$ cat src/rtl/accel_result_drain.sv
// Drain side of the systolic accelerator: snapshots the N*N result matrix on a
// rising acc_done and streams it out one word per valid/ready handshake.
// Optional build macro ACCEL_DRAIN_COL_MAJOR_EN selects column-major emission order.
module accel_result_drain #(
  parameter int unsigned N = 4,
  parameter int unsigned W = 32,
  localparam int unsigned IW = $clog2(N*N)
) (
  input  logic             clk,
  input  logic             rst,
  input  logic             acc_done,
  input  logic [N*N*W-1:0] result_flat,
  output logic             out_valid,
  input  logic             out_ready,
  output logic [W-1:0]     out_data,
  output logic [IW-1:0]    out_idx,
  output logic             out_last,
  output logic             busy,
  output logic             drain_done,
  output logic             overrun
);

  localparam int unsigned NN = N*N;

  typedef enum logic {IDLE, SEND} state_t;

  state_t        state_q, state_d;
  logic [IW-1:0] ptr_q, ptr_d;
  logic [IW-1:0] nxt;
  logic          acc_done_q;
  logic          done_rise;
  logic          cap;
  logic          valid_d, busy_d, last_d, dd_d, ovr_d;
  logic [W-1:0]  data_d;
  logic [IW-1:0] idx_d;
  logic [W-1:0]  buffer [NN];

  // Map an emission position to the row-major element index it carries.
  function automatic logic [IW-1:0] emit_idx(input logic [IW-1:0] p);
`ifdef ACCEL_DRAIN_COL_MAJOR_EN
    int unsigned pi;
    pi = 32'(p);
    return IW'((pi % N) * N + pi / N);
`else
    return p;
`endif
  endfunction

  assign done_rise = acc_done & ~acc_done_q;
  assign nxt       = ptr_q + IW'(1);

  always_comb begin
    state_d = state_q;
    ptr_d   = ptr_q;
    cap     = 1'b0;
    valid_d = out_valid;
    busy_d  = busy;
    last_d  = out_last;
    data_d  = out_data;
    idx_d   = out_idx;
    dd_d    = 1'b0;
    ovr_d   = overrun;
    case (state_q)
      IDLE: begin
        if (done_rise) begin
          cap     = 1'b1;
          state_d = SEND;
          ptr_d   = '0;
          ovr_d   = 1'b0;
          valid_d = 1'b1;
          busy_d  = 1'b1;
          // position 0 is element 0 in either emission order
          data_d  = result_flat[W-1:0];
          idx_d   = '0;
          last_d  = (NN == 1);
        end
      end
      SEND: begin
        if (done_rise) ovr_d = 1'b1;
        if (out_ready) begin
          if (ptr_q == IW'(NN-1)) begin
            state_d = IDLE;
            ptr_d   = '0;
            valid_d = 1'b0;
            busy_d  = 1'b0;
            last_d  = 1'b0;
            data_d  = '0;
            idx_d   = '0;
            dd_d    = 1'b1;
          end else begin
            ptr_d   = nxt;
            idx_d   = emit_idx(nxt);
            data_d  = buffer[emit_idx(nxt)];
            last_d  = (nxt == IW'(NN-1));
          end
        end
      end
      default: state_d = IDLE;
    endcase
  end

  always_ff @(posedge clk or posedge rst) begin
    if (rst) begin
      state_q    <= IDLE;
      ptr_q      <= '0;
      acc_done_q <= 1'b0;
      out_valid  <= 1'b0;
      busy       <= 1'b0;
      out_last   <= 1'b0;
      out_data   <= '0;
      out_idx    <= '0;
      drain_done <= 1'b0;
      overrun    <= 1'b0;
    end else begin
      state_q    <= state_d;
      ptr_q      <= ptr_d;
      acc_done_q <= acc_done;
      out_valid  <= valid_d;
      busy       <= busy_d;
      out_last   <= last_d;
      out_data   <= data_d;
      out_idx    <= idx_d;
      drain_done <= dd_d;
      overrun    <= ovr_d;
    end
  end

  // Snapshot storage; contents are irrelevant until the first capture.
  always_ff @(posedge clk) begin
    if (cap) begin
      for (int k = 0; k < int'(NN); k++) buffer[k] <= result_flat[k*W +: W];
    end
  end

endmodule

$ cat config.mk
export PLATFORM = sky130hd
export DESIGN_NAME = accel_result_drain
export DESIGN_NICKNAME = d
export VERILOG_FILES = /design/src/rtl/accel_result_drain.sv
export SDC_FILE = /design/constraint.sdc
export NUM_CORES = 1
export LEC_CHECK = 0
export ABC_AREA = 1
export BUFFER_PORTS_ARGS = -buffer_cell sky130_fd_sc_hd__buf_2
export CAP_MARGIN = 20
export CORE_MARGIN = 5
export CORE_UTILIZATION = 40
export DETAILED_ROUTE_END_ITERATION = 6
export SLEW_MARGIN = 25
export SYNTH_ARGS = -nofsm -noshare
export SYNTH_HDL_FRONTEND = slang
export SYNTH_SLANG_ARGS = --single-unit
$ cat constraint.sdc
create_clock -name clk -period 10.2 [get_ports clk]
set_input_delay 0.51 -clock clk [delete_from_list [all_inputs] [get_ports clk]]
set_output_delay 0.51 -clock clk [all_outputs]
set_load 0.02 [all_outputs]
==> run summary <==
Final min period = 4.861 ns
Net Switching = 2.629 mW
Setup Viol. Count Final = 0
area leader, netlist = edfxtp_1
mapped cell area = 0.02187 mm2
largest net degree at the start of global routing = 188
post_cts resized = 0
DRC = 0
Slew HR = 27.23%
class of the worst hold path = input pin to flip-flop
height of the die = 243.8 um
Req. time, crit path = 10.68 ns
MaxCap Viol Count = 0
RSZ-0062 raised after global routing = no
starting density of the core = 40.48%
Core Area = 0.05403 mm2
Inserted Clock Buffers = 59
final std cells w/o fill = 2936
most frequent cells in the layout = 556 x buf_2, 512 x edfxtp_1, 247 x nor2_1
power per cell area = 267.4 mW/mm2
Die ar. = 0.05945 mm2
routed length per instance = 24.26 um
Reg power frac = 37.4%
Seq cells post-synth = 554
fin crit share = 47.66%
R2R setup slack = 5.34 ns
Worst Hold Launch = result_flat[195]
Leakage = 10.26 nW
Worst-Skew Late Latency = 0.63 ns
Worst Tran Pin Value = 1.091 ns
Clock Path Buffers = 3
share of cells above drive strength 1 = 30.20%
worst hold endpoint = buffer[6][3]$_DFFE_PP_
GRT Total Usage = 22.77%
hold path cells = 1
max frequency = 205.7 MHz
# nets final = 2692
sw frac = 36.28%
Yosys warning total = 0
Yosys top cell area share = 70.30%
Clock Skew = 0.02697 ns
Avg Inst Size Synth = 13.22 um2
CTS tree = yes
reg2reg path depth = 8
initial DRC count = 1496
DIE WIDTH = 243.8 um
setup TNS = 0 ns
combinational power share = 32.4%
Ports = 557
Post-Syn Instances = 1654
Placed Cells = 2808
vias = 15750
postcts setup bufs = 0
commonest non-fill, non-tap cell in the layout = buf_2
Max VDD drop = 191.7 uV
clock root buffer = clkbuf_16
WL final = 71.22 mm
syn nets = 2172
initial antenna violation count = 18
PortBufs = 556
Critical R2R Capture = out_data[26]$_DFFE_PP0P_
# rows = 85
gr ovfl total = 0
largest cells by area after synthesis = edfxtp_1 70%, dfrtp_1 4.8%, o21ai_0 4.4%
vias in the first global route = 15470
Clock power frac = 30.2%
Fill cells = 4840
Synth cell types = 31
post-route ant nets = 0
Final Util = 50.16%
clk sink count = 554
status = finished, final reports clean
Clk pin slew, worst setup/hold paths = 0.06 ns
htree depth = 2
Crit path arrival time = 5.34 ns
1st-pass router iterations = 5
internal cell power = 4.617 mW
hpwl dp = 48.46 mm
Layout area overhead = 23.91%
final number of hold-violating endpoints = 0
FF-to-FF Start = ptr_q[0]$_DFFE_PP0P_
CP endpoint kind = flip-flop
vias per inst = 5.366
CP max FO = 102
first-pass GRT wire length = 101.1 mm
crit start category = flip-flop
sequential area share after synthesis = 75.11%
critical path class = flip-flop to flip-flop
Slew Limit Fails = 0
Placer Congestion = 0.8435
## through the flow
stage	instance area [um2]	power, mW	worst slack, ns	hold WS [ns]
floorplan	21870	4.283	2.415	0.5251
global placement	25040	5.075	5.457	0.4733
detailed placement	25060	5.127	5.289	0.4732
CTS	27040	7.320	5.274	0.005263
global route	27090	7.642	5.021	0.01799
finish	27100	7.246	5.339	0.05310
## what timing repair did
action | in CTS | in global routing
setup endpoints to repair | 0 | 0
hold buffers | 1 | 0
hold endpoints to repair | 1 | 0
## area by class of cell
type | instances | area (um2) | share of cell area, %
Sequential cell | 554 | 16430 | 60.63
Antenna cell | 18 | 45.04 | 0.1662
Clock inverter | 29 | 384.1 | 1.417
Timing Repair Buffer | 571 | 2938 | 10.84
Inverter | 17 | 80.08 | 0.2955
Tap cell | 696 | 870.8 | 3.213
Clock buffer | 80 | 1585 | 5.850
Multi-Input combinational cell | 971 | 4767 | 17.59
## per-layer routing
layer  wire [um]  global-route usage [%]  vias up
li1            -                       -     7150
met1       28650                   31.24     7754
met2       34550                   36.60      736
met3        6179                   5.118      108
met4        1813                   7.036        6
met5          32                       0        -
## how the worst max path moves through the flow
stage	depth (start not counted)	endpoint	slack [ns]	from
after global routing	8	out_data[24]$_DFFE_PP0P_	5.02	ptr_q[0]$_DFFE_PP0P_
after global placement	8	out_data[26]$_DFFE_PP0P_	5.46	ptr_q[0]$_DFFE_PP0P_
after CTS	8	out_data[26]$_DFFE_PP0P_	5.27	ptr_q[0]$_DFFE_PP0P_
after floorplan	8	out_data[28]$_DFFE_PP0P_	2.41	acc_done
final	8	out_data[26]$_DFFE_PP0P_	5.34	ptr_q[0]$_DFFE_PP0P_
after detailed placement	8	out_data[26]$_DFFE_PP0P_	5.29	ptr_q[0]$_DFFE_PP0P_
## sequential cells by signal (all words and copies together), names as in the netlist
| register | cells |
|---|---|
| acc_done_q | 1 |
| busy | 1 |
| buffer | 512 |
| drain_done | 1 |
| out_last | 1 |
| overrun | 1 |
| state_q | 1 |
| out_data | 32 |
| ptr_q | 4 |
## cells in the mapped netlist
cell type  number
a21oi_1        12
a22o_1         22
buf_1           8
buf_2          40
buf_4          19
buf_6          11
buf_8           1
clkbuf_1       31
clkbuf_2        2
clkinv_1        2
dfrtp_1        42
edfxtp_1      512
ha_1            2
inv_1          11
inv_2           3
inv_4           1
nand2_1       216
nand2_2         1
nand3_1       156
nand3_2         1
nand3b_1       21
nand4_1         1
nor2_1        248
nor2_2          1
nor2_4          1
o211ai_1       50
o21ai_0       193
o21ai_1         2
o221ai_1       42
o22ai_1         1
xor2_2          1
## cell families after synthesis
kind of cell | after synthesis | share of synthesized area [%]
flip-flops | 554 | 75.11
buffers and inverters | 129 | 3.221
adder cells (fa/ha/maj) | 2 | 0.1144
XOR/XNOR | 1 | 0.07440
AND/OR/NAND/NOR | 646 | 12.44
AO/OA/AOI/OAI | 322 | 9.045
## critical path, cell delays in order, from the launching register on
cell and delay, ns:
dfrtp_4 0.87, inv_8 0.38, ha_4 1.02, clkinv_2 0.95, buf_4 0.60, o21ai_0 0.17, o221ai_1 0.15, nand3_1 0.32
nand3b_1 0.12
## power by group through the flow
stage | logic (mW) | registers (mW) | clock network (mW)
final | 2.35 | 2.71 | 2.19
after global routing | 2.59 | 2.72 | 2.33
after CTS | 2.38 | 2.71 | 2.23
after detailed placement | 2.37 | 2.75 | 0
after global placement | 2.32 | 2.75 | 0
after floorplan | 1.47 | 2.82 | 0
(Power assumes the default switching activity.)
